--- config.mk ---
export PLATFORM = sky130hd
export DESIGN_NAME = instr_prefetch_queue
export DESIGN_NICKNAME = d
export VERILOG_FILES = /design/src/rtl/ipq_pkg.sv /design/src/rtl/ipq_fifo.sv /design/src/rtl/instr_prefetch_queue.sv
export SDC_FILE = /design/constraint.sdc
export NUM_CORES = 1
export LEC_CHECK = 0
export CORE_ASPECT_RATIO = 1.75
export CORE_MARGIN = 4
export CORE_UTILIZATION = 35
export DETAILED_ROUTE_END_ITERATION = 10
export HOLD_SLACK_MARGIN = 0.05
export PLACE_DENSITY = 0.58
export SLEW_MARGIN = 10
export SYNTH_ARGS = -nofsm -noshare
export SYNTH_HDL_FRONTEND = slang
export SYNTH_SLANG_ARGS = --single-unit
--- constraint.sdc ---
create_clock -name i_clk -period 3.8 [get_ports i_clk]
set_input_delay 0.76 -clock i_clk [delete_from_list [all_inputs] [get_ports i_clk]]
set_output_delay 0.76 -clock i_clk [all_outputs]
set_load 0.03 [all_outputs]
--- src/rtl/ipq_pkg.sv ---
// Shared types for the instruction prefetch queue: FSM state, queue entry layout
// and the fetch word size.
package ipq_pkg;

  typedef enum logic {FETCH, DRAIN} ipq_state_t;

  localparam int WORD_BYTES = 4;

  typedef struct packed {
    logic [31:0] pc;
    logic [31:0] data;
  } ipq_entry_t;

endpackage

--- src/rtl/ipq_fifo.sv ---
// Circular buffer of prefetched {pc, data} entries with synchronous clear.
// Push while full is accepted only together with a pop.
module ipq_fifo
  import ipq_pkg::*;
#(
  parameter int DEPTH = 4
) (
  input  logic                       i_clk,
  input  logic                       i_reset,
  input  logic                       i_clear,
  input  logic                       i_push,
  input  ipq_entry_t                 i_push_data,
  input  logic                       i_pop,
  output ipq_entry_t                 o_head,
  output logic [$clog2(DEPTH+1)-1:0] o_count,
  output logic                       o_empty
);

  localparam int PW = $clog2(DEPTH);
  localparam int CW = $clog2(DEPTH + 1);

  ipq_entry_t    r_mem [DEPTH];
  logic [PW-1:0] r_wr_ptr;
  logic [PW-1:0] r_rd_ptr;
  logic [CW-1:0] r_count;
  logic          w_full;
  logic          w_do_push;
  logic          w_do_pop;

  assign o_empty   = (r_count == '0);
  assign w_full    = (r_count == CW'(DEPTH));
  assign w_do_pop  = i_pop && !o_empty;
  assign w_do_push = i_push && (!w_full || w_do_pop);
  assign o_count   = r_count;
  assign o_head    = r_mem[r_rd_ptr];

  always_ff @(posedge i_clk) begin
    if (w_do_push && !i_clear) begin
      r_mem[r_wr_ptr] <= i_push_data;
    end
  end

  always_ff @(posedge i_clk) begin
    if (i_reset || i_clear) begin
      r_wr_ptr <= '0;
      r_rd_ptr <= '0;
      r_count  <= '0;
    end else begin
      if (w_do_push) r_wr_ptr <= r_wr_ptr + PW'(1);
      if (w_do_pop)  r_rd_ptr <= r_rd_ptr + PW'(1);
      r_count <= r_count + CW'(w_do_push) - CW'(w_do_pop);
    end
  end

endmodule

--- src/rtl/instr_prefetch_queue.sv ---
// Fetch-side prefetch queue: credit-limited sequential fetch, in-order response
// buffering, flush/redirect with drain of in-flight words. Option: IPQ_BYPASS_EN.
module instr_prefetch_queue
  import ipq_pkg::*;
#(
  parameter int          DEPTH    = 4,
  parameter logic [31:0] RESET_PC = 32'h0000_0000
) (
  input  logic        i_clk,
  input  logic        i_reset,
  output logic        o_imem_req_valid,
  output logic [31:0] o_imem_req_addr,
  input  logic        i_imem_req_ready,
  input  logic        i_imem_rsp_valid,
  input  logic [31:0] i_imem_rsp_data,
  input  logic        i_stall,
  input  logic        i_flush,
  input  logic [31:0] i_redirect_pc,
  output logic        o_instr_valid,
  output logic [31:0] o_instr,
  output logic [31:0] o_instr_pc
);

  localparam int CW = $clog2(DEPTH + 1);

  ipq_state_t    r_state;
  ipq_state_t    w_state_next;
  logic [31:0]   r_fetch_pc;
  logic [31:0]   r_rsp_pc;
  logic [CW-1:0] r_outstanding;
  logic [CW-1:0] w_outstanding_next;
  logic [CW-1:0] w_count;
  logic          w_empty;
  ipq_entry_t    w_head;
  ipq_entry_t    w_push_entry;
  logic          w_credit_ok;
  logic          w_req_fire;
  logic          w_rsp_accept;
  logic          w_bypass;
  logic          w_push;
  logic          w_pop;

  // Words in the queue plus words in flight never exceed DEPTH, so every response has a slot.
  assign w_credit_ok = ({1'b0, w_count} + {1'b0, r_outstanding}) < (CW + 1)'(DEPTH);

  assign o_imem_req_valid   = !i_reset && (r_state == FETCH) && !i_flush && w_credit_ok;
  assign o_imem_req_addr    = r_fetch_pc;
  assign w_req_fire         = o_imem_req_valid && i_imem_req_ready;
  assign w_outstanding_next = r_outstanding + CW'(w_req_fire) - CW'(i_imem_rsp_valid);
  assign w_rsp_accept       = (r_state == FETCH) && !i_flush && i_imem_rsp_valid;

`ifdef IPQ_BYPASS_EN
  assign w_bypass = w_empty && (r_state == FETCH) && !i_flush && i_imem_rsp_valid;
`else
  assign w_bypass = 1'b0;
`endif

  assign w_push       = w_rsp_accept && !(w_bypass && !i_stall);
  assign w_pop        = !w_empty && !i_stall && !i_flush;
  assign w_push_entry = '{pc: r_rsp_pc, data: i_imem_rsp_data};

  ipq_fifo #(
    .DEPTH(DEPTH)
  ) u_fifo (
    .i_clk       (i_clk),
    .i_reset     (i_reset),
    .i_clear     (i_flush),
    .i_push      (w_push),
    .i_push_data (w_push_entry),
    .i_pop       (w_pop),
    .o_head      (w_head),
    .o_count     (w_count),
    .o_empty     (w_empty)
  );

  always_comb begin
    o_instr_valid = 1'b0;
    o_instr       = 32'h0;
    o_instr_pc    = 32'h0;
    if (!i_reset) begin
      if (w_bypass) begin
        o_instr_valid = 1'b1;
        o_instr       = i_imem_rsp_data;
        o_instr_pc    = r_rsp_pc;
      end else if (!w_empty) begin
        o_instr_valid = 1'b1;
        o_instr       = w_head.data;
        o_instr_pc    = w_head.pc;
      end
    end
  end

  always_comb begin
    w_state_next = r_state;
    case (r_state)
      FETCH: if (i_flush && (w_outstanding_next != '0)) w_state_next = DRAIN;
      DRAIN: if (w_outstanding_next == '0) w_state_next = FETCH;
      default: w_state_next = FETCH;
    endcase
  end

  always_ff @(posedge i_clk) begin
    if (i_reset) begin
      r_state       <= FETCH;
      r_fetch_pc    <= RESET_PC;
      r_rsp_pc      <= RESET_PC;
      r_outstanding <= '0;
    end else begin
      r_state       <= w_state_next;
      r_outstanding <= w_outstanding_next;
      if (i_flush) begin
        r_fetch_pc <= i_redirect_pc;
        r_rsp_pc   <= i_redirect_pc;
      end else begin
        if (w_req_fire)   r_fetch_pc <= r_fetch_pc + 32'(WORD_BYTES);
        if (w_rsp_accept) r_rsp_pc   <= r_rsp_pc + 32'(WORD_BYTES);
      end
    end
  end

endmodule

==> results of run 1 <==
[cell type report]
cell class                      instances  share of cell area [%]
Tap cell                              490                    3.57
Timing Repair Buffer                  191                    11.4
Multi-Input combinational cell        511                    25.2
Clock inverter                         22                    1.04
Inverter                               24                   0.524
Sequential cell                       333                    53.7
Clock buffer                           34                    4.58
[logic make-up after synthesis]
family | share of synthesized area (%)
flops | 66.8
simple gates | 11.4
compound gates | 4.93
mux | 10.8
buf+inv | 2.01
xor+xnor | 2.73
fa+ha+maj | 1.38
[placed cells by master, fill, tap and decap left out, drive strengths merged, types with 4 or more instances in the layout]
master and instances:
a211oi 6, o21ai 18, inv 24, buf 35
a31oi 12, nor2 41, a21oi 31, xor2 8
clkinvlp 4, ha 12, or3 4, a21boi 14
clkinv 16, nor4 9, nand2 54, and4 9
clkdlybuf4s50 156, mux4 64, o21bai 4, clkbuf 34
o21a 5, nand3 26, xnor2 35, and3 8
dfxtp 77, and2 77, o311ai 5, nand4 22
nor3 17, edfxtp 256
[routing by layer]
layer  vias up  track usage (%)  part of all wire (%)
li1       3828                -                     -
met1      4062             17.2                    38
met2       202             28.7                    56
met3        35             1.82                   3.8
met4         0             4.18                   2.6
met5         -                0                     0
[how the worst max path moves through the flow]
stage                           from                 end  slack, ps  cells after the start
global placement    i_imem_rsp_valid        r_rsp_pc[23]        600                      6
floorplan                    i_flush  u_fifo.r_mem[1][0]        290                      5
CTS                             flop      o_instr_pc[17]        260                      4
global route                    flop      o_instr_pc[17]        210                      4
detailed placement  i_imem_rsp_valid        r_rsp_pc[23]        590                      6
finish                          flop      o_instr_pc[17]        350                      4
[power by group]
group	internal (mW)	total (mW)	switching (mW)
Combinational	0.312	0.669	0.357
Sequential	4.04	4.16	0.116
Clock	1.63	2.95	1.32
Total	5.99	7.78	1.79
[flip-flops by register name, indices dropped and copies added, names as in the netlist, named ones only]
signal / flops
r_outstanding: 3
u_fifo.o_count: 3
o_imem_req_addr: 32
u_fifo.r_wr_ptr: 2
u_fifo.r_mem: 256
r_rsp_pc: 32
r_state: 1
u_fifo.r_rd_ptr: 2
[critical path, stage by stage, from the launching register on]
cell             delay, ps
dfxtp_4                360
buf_12                 290
mux4_2                 630
and2_1                 180
clkdlybuf4s50_1        590
==> impl_metrics.tcl, run 1 <==
set metrics [dict create \
    grt_pass1_vias 8677 \
    status "finished, final reports clean" \
    r2r-end "r_state" \
    nets 1175 \
    rr_startpoint "u_fifo.o_count[2]" \
    r2r_cells 10 \
    peakVddDrop_mv 0.247 \
    start_util_pct 35.3 \
    die_y_um 271 \
    place_congestion 0.817 \
    drt-total-wl_mm 31.8 \
    clock_path_buffers 3 \
    ys.flop_type "edfxtp_1" \
    place_area_sq_um 16200 \
    setup_viol 0 \
    antenna_found_initial 0 \
    yosys_warnings 0 \
    timing.final.crit_share_pct 90.8 \
    drc 0 \
    cts_made_buffers 30 \
    drtIter0Drc 436 \
    grt_usage_pct 15.0 \
    die-area_sq_um 42900 \
    total_power_mw 7.78 \
    finalCoreUtilization_pct 43.9 \
    clk_pin_slew_ps 60 \
    core-area_sq_um 39200 \
    skew_ps 28.2 \
    drive_above_1_share_pct 15.4 \
    synthToLayoutAreaGrowth_pct 24.4 \
    slew-limit-headroom_pct 42.3 \
    hp-start "o_imem_req_addr[1]" \
    stdcell_count 1605 \
    hold_class "reg -> reg" \
    antenna_cells 0 \
    worstHoldPathCells 2 \
    synthArstFlopShare_pct 0 \
    worstPathMaxFanout 45 \
    grt-ovfl-total 0 \
    cts.repair.resized 0 \
    hold_ws_ps 465 \
    drv_slew 0 \
    die_w_um 158 \
    grt_pass1_wl_mm 50.1 \
    cap_violations 0 \
    drtPass1Iterations 5 \
    syn_nets 996 \
    grt_start_max_net_pins 66 \
    cts_setup_buffers 0 \
    wire_per_inst_um 19.8 \
    syn-instance-count 912 \
    cp-end-kind "primary output" \
    htreeDepth 1 \
    cellLeakagePower_nw 5.60 \
    ys_ff_latch 333 \
    multi_input_area_sq_um 4330 \
    cts.sink_count 333 \
    hold_violations 0 \
    ioPinCount 168 \
    clk_latency_ps 570 \
    fin_ws_ps 348 \
    placedCellCount 1549 \
    synth.area.top_cells "edfxtp_1 56%, dfxtp_1 11%, mux4_2 10%" \
    p_per_area_nw_per_um2 453 \
    synthesis.area_sq_um 13800 \
    fillers 3588 \
    setup_tns_ps 0 \
    crit_type "reg -> out" \
    dp_hpwl_mm 22.4 \
    stdcell_area_sq_um 17200 \
    ys_seq_area_share_pct 66.8 \
    start_kind "flop" \
    crit_arrival_ps 2690 \
    vias 8127 \
    rsz0062_at_grt "no" \
    pre_cts_ws_ps 591 \
    synth_top_area_cell "edfxtp_1" \
    cp.required_ps 3040 \
    port_buffers 167 \
    fin_crit_ps 3450 \
    regArea_sq_um 9240 \
    drtAntennaViolNets 0 \
    yosysMostFrequentCell "edfxtp_1" \
    fmax_mhz 290 \
    root_buffer "clkbuf_16" \
    synthDistinctLibCells 58 \
    fp-row-count 96 \
    worst_pin_slew_ps 858 \
    yosys-top-cells-count "256 x edfxtp_1, 77 x and2_1, 77 x dfxtp_1" \
    vias_per_cell 5.06 \
    synth_edf_count 256 \
    synth.top_cell.area_share_pct 55.6 \
    cts_tree "done" \
    holdBufCountCts 0 \
    r2r_setup_slack_ps 1130 \
    syn_avg_cell_area_sq_um 15.2 \
    holdPathEnd "o_imem_req_addr[1]" \
]
(Power assumes the default switching activity.)
==> inputs of run 2 (changes only) <==
- SKIP_LAST_GASP: default -> 1
==> results of run 2 <==
The final DEF is identical to that of run 1; final timing and power are the same.
==> inputs of run 3 (changes only) <==
- clock period: 3.8 -> 3.5 ns (I/O delays scaled with it)
==> impl_metrics.tcl, run 3 (synthesized netlist as in run 1, its figures left out) <==
set metrics [dict create \
    status "finished, final reports clean" \
    clock_path_buffers 3 \
    timing.final.crit_share_pct 91.0 \
    setup_viol 0 \
    start_kind "flop" \
    hold_ws_ps 465 \
    worst_pin_slew_ps 816 \
    die_y_um 271 \
    fmax_mhz 314 \
    wire_per_inst_um 20.3 \
    grt_start_max_net_pins 48 \
    antenna_cells 0 \
    vias_per_cell 5.13 \
    layout_common_cells "256 x edfxtp_1, 109 x clkdlybuf4s50_1, 75 x dfxtp_1" \
    worstPathMaxFanout 40 \
    stdcell_area_sq_um 17600 \
    crit_type "reg -> out" \
    worstHoldPathCells 2 \
    vias 8253 \
    hold_violations 0 \
    die-area_sq_um 42900 \
    hold_class "reg -> reg" \
    cts_tree "done" \
    cts_setup_buffers 0 \
    stdcell_count 1610 \
    rr_startpoint "u_fifo.o_count[2]" \
    combPwrFrac_pct 8.5 \
    seqPwrFrac_pct 51.0 \
    nets 1180 \
    switching_share_pct 22.2 \
    drv_slew 0 \
    crit_arrival_ps 2490 \
    cts.sink_count 333 \
    final_common_cell "edfxtp_1" \
    dp_hpwl_mm 22.2 \
    antenna_found_initial 0 \
    grt-ovfl-total 0 \
    fillers 3529 \
    slew-limit-headroom_pct 45.1 \
    p_switching_mw 1.96 \
    cp.required_ps 2800 \
    place_congestion 0.799 \
    clkPwrFrac_pct 40.5 \
    grt_pass1_wl_mm 50.9 \
    top_register "u_fifo.r_mem" \
    cts_made_buffers 30 \
    largest_register_ffs 256 \
    p_per_area_nw_per_um2 503 \
    drive_above_1_share_pct 19.8 \
    rsz0062_at_grt "no" \
    r2r_cells 10 \
    synthToLayoutAreaGrowth_pct 27.4 \
    drtPass1Iterations 6 \
    ioPinCount 168 \
    htreeDepth 1 \
    drc 0 \
    root_buffer "clkbuf_16" \
    grt_usage_pct 15.3 \
    peakVddDrop_mv 0.263 \
    fp-row-count 96 \
    cellLeakagePower_nw 5.86 \
    placedCellCount 1554 \
    skew_ps 15.1 \
    fin_crit_ps 3190 \
    drtIter0Drc 550 \
    drt-total-wl_mm 32.7 \
    core-area_sq_um 39200 \
    place_area_sq_um 16500 \
    cts.repair.resized 0 \
    start_util_pct 35.3 \
    hp-start "o_imem_req_addr[0]" \
    cp-end-kind "primary output" \
    clk_pin_slew_ps 70 \
    p_int_mw 6.90 \
    clk_latency_ps 560 \
    drtAntennaViolNets 0 \
    cap_violations 0 \
    grt_pass1_vias 8860 \
    total_power_mw 8.86 \
    die_w_um 158 \
    setup_tns_ps 0 \
    holdBufCountCts 0 \
    port_buffers 167 \
]
==> run 3: cell types whose count changed in the layout (fill, tap and decap cells not counted), moves of 4 or more <==
cell / before / now
bufinv_16: 2 / 7
clkinv_2: 9 / 5
clkdlybuf4s50_1: 156 / 109
buf_12: 11 / 41
buf_4: 23 / 45
==> run 3: path summary, 6_finish.rpt <==
check                                           to  slack (ps)
worst max register to register             r_state         830
worst min-delay path            o_imem_req_addr[0]         460
worst max-delay path                o_instr_pc[22]         310
worst min register to register  o_imem_req_addr[0]         460
==> run 3: power groups by stage <==
stage / combinational (mW) / clock (mW) / sequential (mW)
2_1_floorplan: 0.363 / 0 / 4.61
3_3_place_gp: 0.763 / 0 / 4.59
3_5_place_dp: 0.768 / 0 / 4.60
4_1_cts: 0.772 / 3.69 / 4.51
5_1_grt: 0.823 / 3.85 / 4.53
6_report: 0.754 / 3.59 / 4.52
==> run 3: metal layers <==
metal / wire length, um / GRT usage, % / up-vias
li1: - / - / 3861
met5: 0 / 0 / -
met3: 1190 / 1.87 / 47
met1: 12600 / 17.8 / 4149
met4: 896 / 4.72 / 0
met2: 18000 / 28.9 / 196
==> run 3: stage by stage <==
stage               util (%)  setup WS, ps
CTS                     45.0           169
floorplan                  -          50.6
detailed placement      42.2           505
global route            45.0           139
global placement        42.2           542
finish                  45.0           315
==> run 3: layout make-up <==
type                    instances  area, sq um  area share, %
clock buffers                  36          795           4.51
clock inverters                20          289           1.64
inverters                      24         90.1          0.512
multi-input cells             511         4330           24.6
flip-flops and latches        333         9240           52.5
well taps                     490          613           3.48
repair buffers                196         2250           12.8
==> run 3: worst max-delay path, stage by stage, from the launching register on <==
cell and delay (ps):
dfxtp_4 570, buf_12 370, mux4_2 610, and2_1 220, buf_12 140
